<file path="src/rtl/adder_la_sequencer.sv">
// adder_la_sequencer: drives load/clear/run/settle/capture on an instrumented adder and returns sum and oscillator count.
// Defining SUM_CHECK_EN adds a registered cmd_a+cmd_b reference and the rsp_mismatch flag.
module adder_la_sequencer #(
    parameter int SETTLE_CYCLES = 2,
    parameter int WIDTH         = 32
) (
    input  logic             wb_clk_i,
    input  logic             wb_rst_n,
    input  logic             cmd_valid,
    output logic             cmd_ready,
    input  logic [WIDTH-1:0] cmd_a,
    input  logic [WIDTH-1:0] cmd_b,
    input  logic [WIDTH-1:0] cmd_cycles,
    output logic             rsp_valid,
    input  logic             rsp_ready,
    output logic [WIDTH-1:0] rsp_sum,
    output logic [WIDTH-1:0] rsp_count,
    output logic             rsp_mismatch,
    output logic [WIDTH-1:0] adder_a,
    output logic [WIDTH-1:0] adder_b,
    output logic             adder_load,
    output logic             adder_clr,
    output logic             adder_run,
    input  logic [WIDTH-1:0] adder_sum,
    input  logic [WIDTH-1:0] adder_count
);
    typedef enum logic [2:0] {IDLE, LOAD, CLEAR, RUN, SETTLE, CAPTURE, RESP} state_t;
    state_t state, state_nx;
    logic armed;
    logic accept;
    logic last;
    logic [WIDTH-1:0] cnt;
    assign accept = cmd_valid && cmd_ready;
    assign last = cnt == WIDTH'(1);
    // armed keeps cmd_ready low until the first edge after reset release
    always_ff @(posedge wb_clk_i or negedge wb_rst_n) begin
        if (!wb_rst_n) begin
            state <= IDLE;
            armed <= 1'b0;
        end else begin
            state <= state_nx;
            armed <= 1'b1;
        end
    end
    always_comb begin
        state_nx   = state;
        cmd_ready  = 1'b0;
        rsp_valid  = 1'b0;
        adder_load = 1'b0;
        adder_clr  = 1'b0;
        adder_run  = 1'b0;
        case (state)
            IDLE: begin
                cmd_ready = armed;
                state_nx  = (cmd_valid && armed) ? LOAD : IDLE;
            end
            LOAD: begin
                adder_load = 1'b1;
                state_nx   = CLEAR;
            end
            CLEAR: begin
                adder_clr = 1'b1;
                state_nx  = RUN;
            end
            RUN: begin
                adder_run = 1'b1;
                state_nx  = last ? SETTLE : RUN;
            end
            SETTLE:  state_nx = last ? CAPTURE : SETTLE;
            CAPTURE: state_nx = RESP;
            RESP: begin
                rsp_valid = 1'b1;
                state_nx  = rsp_ready ? IDLE : RESP;
            end
            default: state_nx = IDLE;
        endcase
    end
    // one down-counter serves both the run length and the settle window
    always_ff @(posedge wb_clk_i or negedge wb_rst_n) begin
        if (!wb_rst_n) begin
            cnt       <= '0;
            adder_a   <= '0;
            adder_b   <= '0;
            rsp_sum   <= '0;
            rsp_count <= '0;
        end else begin
            if (accept) begin
                adder_a <= cmd_a;
                adder_b <= cmd_b;
                cnt     <= (cmd_cycles == '0) ? WIDTH'(1) : cmd_cycles;
            end else if ((state == RUN || state == SETTLE) && !last)
                cnt <= cnt - WIDTH'(1);
            else if (state == RUN)
                cnt <= WIDTH'(SETTLE_CYCLES);
            if (state == CAPTURE) begin
                rsp_sum   <= adder_sum;
                rsp_count <= adder_count;
            end
        end
    end
`ifdef SUM_CHECK_EN
    logic [WIDTH-1:0] sum_exp;
    logic mism;
    always_ff @(posedge wb_clk_i or negedge wb_rst_n) begin
        if (!wb_rst_n) begin
            sum_exp <= '0;
            mism    <= 1'b0;
        end else begin
            if (accept) sum_exp <= cmd_a + cmd_b;
            if (state == CAPTURE) mism <= adder_sum != sum_exp;
        end
    end
    assign rsp_mismatch = (state == RESP) && mism;
`else
    assign rsp_mismatch = 1'b0;
`endif
endmodule

</file>
<file path="config.mk">
export PLATFORM = sky130hd
export DESIGN_NAME = adder_la_sequencer
export DESIGN_NICKNAME = d
export VERILOG_FILES = /design/src/rtl/adder_la_sequencer.sv
export SDC_FILE = /design/constraint.sdc
export NUM_CORES = 1
export LEC_CHECK = 0
export CAP_MARGIN = 20
export CORE_MARGIN = 2
export CORE_UTILIZATION = 47
export CTS_BUF_LIST = sky130_fd_sc_hd__clkbuf_4 sky130_fd_sc_hd__clkbuf_8
export DETAILED_ROUTE_END_ITERATION = 7
export PLACE_DENSITY = 0.87
export SYNTH_ARGS = -nofsm -noshare
export SYNTH_HDL_FRONTEND = slang
export SYNTH_SLANG_ARGS = --single-unit
</file>
<file path="constraint.sdc">
create_clock -name wb_clk_i -period 6.5 [get_ports wb_clk_i]
set_input_delay 0.65 -clock wb_clk_i [delete_from_list [all_inputs] [get_ports wb_clk_i]]
set_output_delay 0.65 -clock wb_clk_i [all_outputs]
set_load 0.01 [all_outputs]
</file>
# Word level (Yosys, flattened, before mapping)
# Index checks and enable logic that the tools add are counted.
dict set report totals {
  regBits 164
  input_bits 164
  out_inout_bits 134
  wordCells 37
}
dict set report op_classes {
  add_sub_neg 1
  eq_ne 7
  n_mux 14
  n_reduce_logical 8
}
# cell n
set op_table {}
lappend op_table {{2-to-1 mux 32 bit} 4}
lappend op_table {{equality test 32 x 1 -> 1 bit (second input constant)} 1}
lappend op_table {{logical NOT 32 bit} 1}
lappend op_table {{subtractor 32 x 1 -> 32 bit (second input constant)} 1}
lappend op_table {{case mux 3 bit (7 select lines)} 1}
lappend op_table {{equality test 3 bit (second input constant)} 3}
lappend op_table {{2-to-1 mux 1 bit} 7}
lappend op_table {{equality test 3 x 2 -> 1 bit (second input constant)} 2}
lappend op_table {{2-to-1 mux 3 bit} 2}
lappend op_table {{equality test 3 x 1 -> 1 bit (second input constant)} 1}
lappend op_table {{logical AND 1 bit} 3}
lappend op_table {{logical NOT 3 bit} 1}
lappend op_table {{nonzero test 3 bit} 1}
lappend op_table {{logical NOT 1 bit} 1}
lappend op_table {{logical OR 1 bit} 1}

# Longest topological paths before layout
# Gate-level depths: netlist of run 1.
dict set report logic_depth {
  ltp_word 5
  mapped_depth 10
  mapped_depth_nobuf 8
}

# Least setup slack after synthesis of run 1
# OpenSTA, ideal clock, no wires.
dict set report synth_path {
  path_type {register to register}
  from {reg state[2]}
  to {reg cnt[29]}
  setup_ps 124
  arrival_ps 2293
  t_required_ps 6376
  slack_ps 4083
  stages_incl_launch_ff 9
  path_buffers 3
  synth_period_minus_slack_ps 2417
  path_cell_list {dfrtp_1 > clkbuf_1 > nor4b_1 > and2_1 > clkbuf_1 > o22ai_1 > buf_2 > o311a_1 > a211o_1}
}
dict set report synth_between {
  elab_cells_between_ends 10
  classes_between {2 x eq/ne; 3 x mux; 5 x reduce/logical}
}
# element line
set synth_lines {}
lappend synth_lines {{start, declared} 28} ;# state_t state, state_nx;
lappend synth_lines {{start signal, assigned} 41} ;# state <= state_nx;
lappend synth_lines {{logical NOT 3 bit *} 52} ;# case (state)
lappend synth_lines {{2-to-1 mux 1 bit *} 52}
lappend synth_lines {{net cmd_ready} 10} ;# output logic cmd_ready,
lappend synth_lines {{logical AND 1 bit *} 33} ;# assign accept = cmd_valid && cmd_ready;
lappend synth_lines {{nonzero test 3 bit (no source line) or 2-to-1 mux 32 bit (tied branches)} --}
lappend synth_lines {{end signal, assigned} 90} ;# cnt <= (cmd_cycles == '0) ? WIDTH'(1) : cmd_cycles;
lappend synth_lines {{end signal, assigned} 92} ;# cnt <= cnt - WIDTH'(1);
lappend synth_lines {{end signal, assigned} 94} ;# cnt <= WIDTH'(SETTLE_CYCLES);
lappend synth_lines {{end, declared} 32} ;# logic [WIDTH-1:0] cnt;
# The timed path passes the listed nets; every way through them passes the cells marked *.
# A chain may end at the register's enable or synchronous reset.

# Final worst setup path of run 1
dict set report layout_path {
  from {reg state[2]}
  to {out cmd_ready}
}
dict set report layout_between {
  elab_chain_cells 2
}
# element line
set layout_rtl {}
lappend layout_rtl {{logical NOT 3 bit} 52}
lappend layout_rtl {{2-to-1 mux 1 bit} 52}
lappend layout_rtl {{end, declared} 10}
# No other way between the ends.

==> impl_metrics.env, run 1 <==
export IMPL_area_growth_syn_to_layout_pct=50.0
export IMPL_final_nets=1116
export IMPL_synth_edf_count=0
export IMPL_cp_slowest_cell="clkdlybuf4s50_1"
export IMPL_startpoint_type="flip-flop"
export IMPL_htree_levels=4
export IMPL_n_fill_cell=1045
export IMPL_rr_endpoint="cnt[20]$_DFFE_PN0P_"
export IMPL_dieArea_mm2=0.0159
export IMPL_gp_congestion=0.973
export IMPL_r2r_setup_slack_ns=3.78
export IMPL_fin_skew_ns=0.0104
export IMPL_p_leak_nw=4.62
export IMPL_critPathCaptureType="output pin"
export IMPL_crit_type="flip-flop to output pin"
export IMPL_multi_input_comb_area_mm2=0.00275
export IMPL_rr_startpoint="cnt[22]$_DFFE_PN0P_"
export IMPL_dp_hpwl_um=15200
export IMPL_worst_r2r_path_depth=6
export IMPL_finalCritPeriodShare_pct=43.3
export IMPL_drv_slew=0
export IMPL_setup_viol=0
export IMPL_crit_chain="nor4b_1 -> clkdlybuf4s50_1"
export IMPL_irDropWorstVdd_mv=0.126
export IMPL_cts_hold_buf=0
export IMPL_clk_pin_slew_ns=0.08
export IMPL_rsz0062_at_grt="false"
export IMPL_drt_wirelength_per_cell_um=18.3
export IMPL_root_buffer="clkbuf_8"
export IMPL_ys_ff_latch=164
export IMPL_vias=6196
export IMPL_clockBufferDepth=2
export IMPL_powerDensity_mw_per_mm2=253
export IMPL_cp_top_family="buffers and inverters"
export IMPL_fp_row_count=44
export IMPL_yosysWarnings=0
export IMPL_path_max_fanout=8
export IMPL_cts_tree="built"
export IMPL_critPathArrivalTime_ns=2.17
export IMPL_netlist_top_cells_count="nand2_1 (223), dfrtp_1 (164), mux2_2 (64)"
export IMPL_fmax_ghz=0.355
export IMPL_postPlaceCellArea_mm2=0.0101
export IMPL_die_y_um=126
export IMPL_numCtsBuffers=17
export IMPL_via_per_inst=5.41
export IMPL_antenna_found_initial=0
export IMPL_grt_pass1_vias=6291
export IMPL_insertion_delay_ns=0.45
export IMPL_top_level_ports=298
export IMPL_post_synth_num_cell_types=54
export IMPL_path_buf_inv=1
export IMPL_hold_path_class="input port to async pin"
export IMPL_max_slew_margin_rel_pct=37.1
export IMPL_run_status="completed"
export IMPL_drt_iter0_drc=557
export IMPL_final_antenna_net_count=0
export IMPL_die_w_um=126
export IMPL_regArea_mm2=0.00410
export IMPL_overflow=0
export IMPL_start_util_pct=48.2
export IMPL_grt_first_pass_wirelength_um=33500
export IMPL_netlist_instances=662
export IMPL_synth_top_area_cell="dfrtp_1"
export IMPL_synth_top_area_share_pct=58.6
export IMPL_ys_seq_area_share_pct=58.6
export IMPL_tightestPinTransition_ns=0.944
export IMPL_cap_violations=0
export IMPL_drive_gt1_share_pct=12.8
export IMPL_cts_setup_buffers=0
export IMPL_ys_flop_type="dfrtp_1"
export IMPL_io_buffers=296
export IMPL_slowest_delay_ns=0.68
export IMPL_grt_max_degree=91
export IMPL_design_area_mm2=0.0105
export IMPL_drtPass1Iterations=5
export IMPL_syn_mean_instance_area_um2=10.6
export IMPL_cts_resized=0
export IMPL_core_area_mm2=0.0145
export IMPL_diodes=0
export IMPL_syn_num_nets=828
export IMPL_final_setup_tns_ns=0
export IMPL_wirelength_um=20900
export IMPL_cp_required_ns=5.85
export IMPL_grt_usage_pct=26.9
export IMPL_cts_sinks=164
export IMPL_synthArstFlopShare_pct=100
export IMPL_yosys_cell_count_top_type="nand2_1"
export IMPL_netlist_top_cells_area="dfrtp_1 (59%), nand2_1 (12%), mux2_2 (10%), o211ai_1 (1.7%), clkbuf_1 (1.3%)"
export IMPL_syn_cell_area_mm2=0.00700
export IMPL_hold_violations=0
export IMPL_drcViolationCount=0
export IMPL_period_needed_ns=2.82
cells by family (layout without fill, tap and decap cells):
family	Yosys count	after routing	share of synthesized area [%]
other	2	2	0.107
AOI/OAI and AO/OA	60	60	6.68
buffers and inverters	37	336	2.16
DFF	164	164	58.6
adders and majority gates	2	2	0.357
muxes	64	64	10.3
and+or+nand+nor	333	333	21.8
sequential cells by signal (all words and copies together), names as in the netlist:
name	flops
rsp_count	32
rsp_sum	32
cnt	32
adder_b	32
state	3
adder_a	32
armed	1
cells in the final DEF (no fill, tap or decap), types with 2 or more instances in the layout:
cell type        instances
nor3_1                   8
dfrtp_1                164
a221o_1                  4
clkbuf_4                 4
clkbuf_8                17
or3_1                   12
clkinv_4                 2
nor2_1                  19
o311ai_0                 5
nand3_2                  2
o21ai_0                 10
ha_1                     2
mux2_2                  64
nand4_1                  4
or2_2                    4
o311a_2                  2
conb_1                   2
or4_1                    6
a211o_1                  6
clkinv_2                 2
nand2_1                222
nand3_1                 18
nor4b_1                  2
nand2b_1                 2
clkinvlp_4               2
a21oi_1                  3
nand2_2                  2
o311a_1                  4
o211ai_1                16
nor4_1                  14
bufinv_16                3
buf_4                    6
a32oi_1                  2
nor3b_1                  2
clkdlybuf4s50_1        295
inv_1                    4
worst reg2reg max path: stages, from the launching register on:
cell     delay, ns
dfrtp_1       0.42
or4_1         0.70
nor4_4        0.26
nand3_2       0.25
nand2_2       0.42
o21ai_0       0.22
a221o_1       0.34
layer usage:
| metal | track usage, % | routed length, um | share of wire (%) | up-vias |
|---|---|---|---|---|
| li1 | - | - | - | 2852 |
| met1 | 34.2 | 8410 | 40 | 2992 |
| met2 | 43.6 | 10100 | 48 | 305 |
| met3 | 7.69 | 1720 | 8.2 | 47 |
| met4 | 10.9 | 658 | 3.1 | 0 |
| met5 | 0 | 0 | 0 | - |
stage by stage:
step | hold WS (ns) | std cells | util [%] | power [W] | setup slack [ns]
after floorplan | 0.354 | 662 | - | 0.00157 | 4.08
after global placement | 0.457 | 1115 | 69.6 | 0.00189 | 3.91
after detailed placement | 0.461 | 1115 | 69.6 | 0.00191 | 3.86
after CTS | 0.255 | 1145 | 72.3 | 0.00267 | 3.60
after global routing | 0.288 | 1145 | 72.3 | 0.00280 | 3.52
final | 0.229 | 1145 | 72.3 | 0.00266 | 3.68
final cells by class:
type	instances	area share, %
clock buffers	21	2.51
well taps	184	2.19
repair buffers	302	28.6
multi-input cells	461	26.2
clock inverters	9	1.26
inverters	4	0.143
flip-flops and latches	164	39.1
power breakdown:
part	switching, W	total [W]	internal [W]
Sequential	0.000123	0.00128	0.00116
Clock	0.000364	0.000756	0.000392
Combinational	0.000275	0.000620	0.000345
worst max-delay path by stage:
stage / startpoint / end / slack [ns] / cells past startpoint
global placement: cmd_cycles[17] / cnt[28]$_DFFE_PN0P_ / 3.91 / 7
finish: state[2]$_DFF_PN0_ / cmd_ready / 3.68 / 2
global route: state[2]$_DFF_PN0_ / cmd_ready / 3.52 / 2
floorplan: state[2]$_DFF_PN0_ / cnt[29]$_DFFE_PN0P_ / 4.08 / 8
detailed placement: cnt[0]$_DFFE_PN0P_ / cnt[20]$_DFFE_PN0P_ / 3.86 / 8
CTS: state[2]$_DFF_PN0_ / cmd_ready / 3.60 / 2
No activity file was read; power rests on OpenSTA's default activity.
==> run 2: changes to the inputs <==
--- a/config.mk
+++ b/config.mk
@@ -7,10 +7,10 @@
 export LEC_CHECK = 0
 export CAP_MARGIN = 20
 export CORE_MARGIN = 2
-export CORE_UTILIZATION = 47
+export CORE_UTILIZATION = 40
 export CTS_BUF_LIST = sky130_fd_sc_hd__clkbuf_4 sky130_fd_sc_hd__clkbuf_8
 export DETAILED_ROUTE_END_ITERATION = 7
-export PLACE_DENSITY = 0.87
+export PLACE_DENSITY = 0.79
 export SYNTH_ARGS = -nofsm -noshare
 export SYNTH_HDL_FRONTEND = slang
 export SYNTH_SLANG_ARGS = --single-unit
==> constraint.sdc (replaced) <==
create_clock -name wb_clk_i -period 2.4 [get_ports wb_clk_i]
set_input_delay 0.24 -clock wb_clk_i [delete_from_list [all_inputs] [get_ports wb_clk_i]]
set_output_delay 0.24 -clock wb_clk_i [all_outputs]
set_load 0.01 [all_outputs]
==> impl_metrics.env, run 2 (synthesized netlist as in run 1, its figures left out) <==
export IMPL_run_status="completed"
export IMPL_root_buffer="clkbuf_8"
export IMPL_top_level_ports=298
export IMPL_rr_endpoint="cnt[18]$_DFFE_PN0P_"
export IMPL_drive_gt1_share_pct=18.8
export IMPL_whs_endpoint="adder_b[7]$_DFFE_PN0P_"
export IMPL_htree_levels=4
export IMPL_fin_skew_ns=0.0148
export IMPL_die_y_um=136
export IMPL_slowest_delay_ns=0.51
export IMPL_drv_slew=0
export IMPL_via_per_inst=5.08
export IMPL_final_antenna_net_count=0
export IMPL_diodes=0
export IMPL_rr_startpoint="cnt[1]$_DFFE_PN0P_"
export IMPL_numCtsBuffers=17
export IMPL_final_nets=1169
export IMPL_setup_viol=0
export IMPL_irDropWorstVdd_mv=0.369
export IMPL_clk_pin_slew_ns=0.09
export IMPL_gp_congestion=0.924
export IMPL_path_max_fanout=6
export IMPL_crit_type="flip-flop to flip-flop"
export IMPL_final_cell_mix="clkdlybuf4s50_1 (295), nand2_1 (222), dfrtp_1 (164)"
export IMPL_hold_depth=3
export IMPL_hold_violations=0
export IMPL_r2r_setup_slack_ns=0.03
export IMPL_cp_required_ns=2.79
export IMPL_clockBufferDepth=2
export IMPL_drt_iter0_drc=312
export IMPL_critPathCaptureType="flip-flop"
export IMPL_max_slew_margin_rel_pct=44.5
export IMPL_tightestPinTransition_ns=0.832
export IMPL_final_util_pct=64.8
export IMPL_dp_cells=1194
export IMPL_grt_first_pass_wirelength_um=33400
export IMPL_grt_usage_pct=23.4
export IMPL_overflow=0
export IMPL_worst_r2r_path_depth=7
export IMPL_postPlaceCellArea_mm2=0.0105
export IMPL_fmax_ghz=0.422
export IMPL_wirelength_um=21800
export IMPL_critPathArrivalTime_ns=2.76
export IMPL_dieArea_mm2=0.0186
export IMPL_cts_sinks=164
export IMPL_period_needed_ns=2.37
export IMPL_stdcell_count=1241
export IMPL_drtPass1Iterations=5
export IMPL_final_common_cell="clkdlybuf4s50_1"
export IMPL_cp_slowest_cell="or4_1"
export IMPL_core_area_mm2=0.0172
export IMPL_crit_chain="inv_2 -> ha_1 -> or4b_4 -> or3_4 -> or2_4 -> or4_1 -> nand3_1"
export IMPL_insertion_delay_ns=0.46
export IMPL_dp_hpwl_um=15900
export IMPL_drt_wirelength_per_cell_um=17.6
export IMPL_n_fill_cell=1414
export IMPL_start_util_pct=40.8
export IMPL_p_leak_nw=4.92
export IMPL_hold_path_startpoint="cmd_b[7]"
export IMPL_hold_path_class="input port to flip-flop"
export IMPL_drcViolationCount=0
export IMPL_regArea_mm2=0.00410
export IMPL_grt_max_degree=69
export IMPL_area_growth_syn_to_layout_pct=58.8
export IMPL_io_buffers=296
export IMPL_rsz0062_at_grt="true"
export IMPL_die_w_um=136
export IMPL_fp_row_count=48
export IMPL_cts_tree="built"
export IMPL_antenna_found_initial=0
export IMPL_vias=6301
export IMPL_finalCritPeriodShare_pct=98.7
export IMPL_grt_pass1_vias=6319
export IMPL_multi_input_comb_area_mm2=0.00282
export IMPL_cap_violations=0
export IMPL_design_area_mm2=0.0111
export IMPL_powerDensity_mw_per_mm2=687
export IMPL_startpoint_type="flip-flop"
## run 2: cell count changes in the layout (fill, tap and decap cells not counted), sizes merged
cell         previous run  this run
buf                     7        59
inv                     4         9
clkinv                  4         0
clkinvlp                2         4
clkbuf                 21        20
dlygate4sd3             0         1
## run 2: critical path, delay by kind of cell (launching register included)
kind,cells,cell delay [ns]
adder cells (fa/ha/maj),1,0.15
buffers and inverters,1,0.07
AND/OR/NAND/NOR,5,1.69
flip-flops,1,0.40
## run 2: worst max path at each step
stage / depth (start not counted) / endpoint / slack (ns) / start
5_1_grt: 7 / cnt[18]$_DFFE_PN0P_ / -0.04 / cnt[0]$_DFFE_PN0P_
6_report: 7 / cnt[18]$_DFFE_PN0P_ / 0.03 / cnt[1]$_DFFE_PN0P_
3_5_place_dp: 7 / cnt[12]$_DFFE_PN0P_ / -0.10 / cmd_cycles[17]
4_1_cts: 8 / cnt[17]$_DFFE_PN0P_ / 0.003 / cnt[1]$_DFFE_PN0P_
2_1_floorplan: 9 / cnt[20]$_DFFE_PN0P_ / -0.02 / cnt[0]$_DFFE_PN0P_
3_3_place_gp: 7 / cnt[12]$_DFFE_PN0P_ / -0.07 / cmd_cycles[18]
## run 2: timing repair
item / CTS / global route
setup endpoints to repair: 4 / 28
gates cloned: 0 / 0
endpoints found under the hold margin: 52 / 0
pin swaps: 1 / 6
buffers inserted: 2 / 12
gates resized for setup: 0 / 20
hold buffers: 1 / 0
## run 2: power breakdown
part / switching (W) / internal (W) / leakage [nW] / total [W]
Combinational: 0.000836 / 0.00115 / 2.69 / 0.00199
Clock: 0.00109 / 0.00112 / 0.208 / 0.00220
Sequential: 0.000309 / 0.00314 / 2.03 / 0.00345
Total: 0.00223 / 0.00540 / 4.92 / 0.00764
## run 2: area by class of cell
type                    count  share of cell area [%]
clock buffers              20                    2.42
multi-input cells         461                    25.4
flip-flops and latches    164                    36.9
inverters                   4                   0.135
well taps                 225                    2.53
repair buffers            355                    31.1
clock inverters            12                    1.50
## run 2: routing by layer
metal  wire length [um]  track usage [%]
met3               1870             7.64
met2              11000             37.9
met5                  0                0
met1               8390             28.9
met4                587             9.14
## run 2: per-stage QoR
step                TNS, ns  hold slack [ns]  power (W)  setup WS, ns
finish                    0            0.299    0.00764        0.0312
global route         -0.216            0.283    0.00805       -0.0416
floorplan           -0.0268          -0.0556    0.00425       -0.0161
global placement     -0.226            0.247    0.00528       -0.0686
detailed placement   -0.763            0.250    0.00533        -0.102
CTS                       0            0.270    0.00755       0.00302
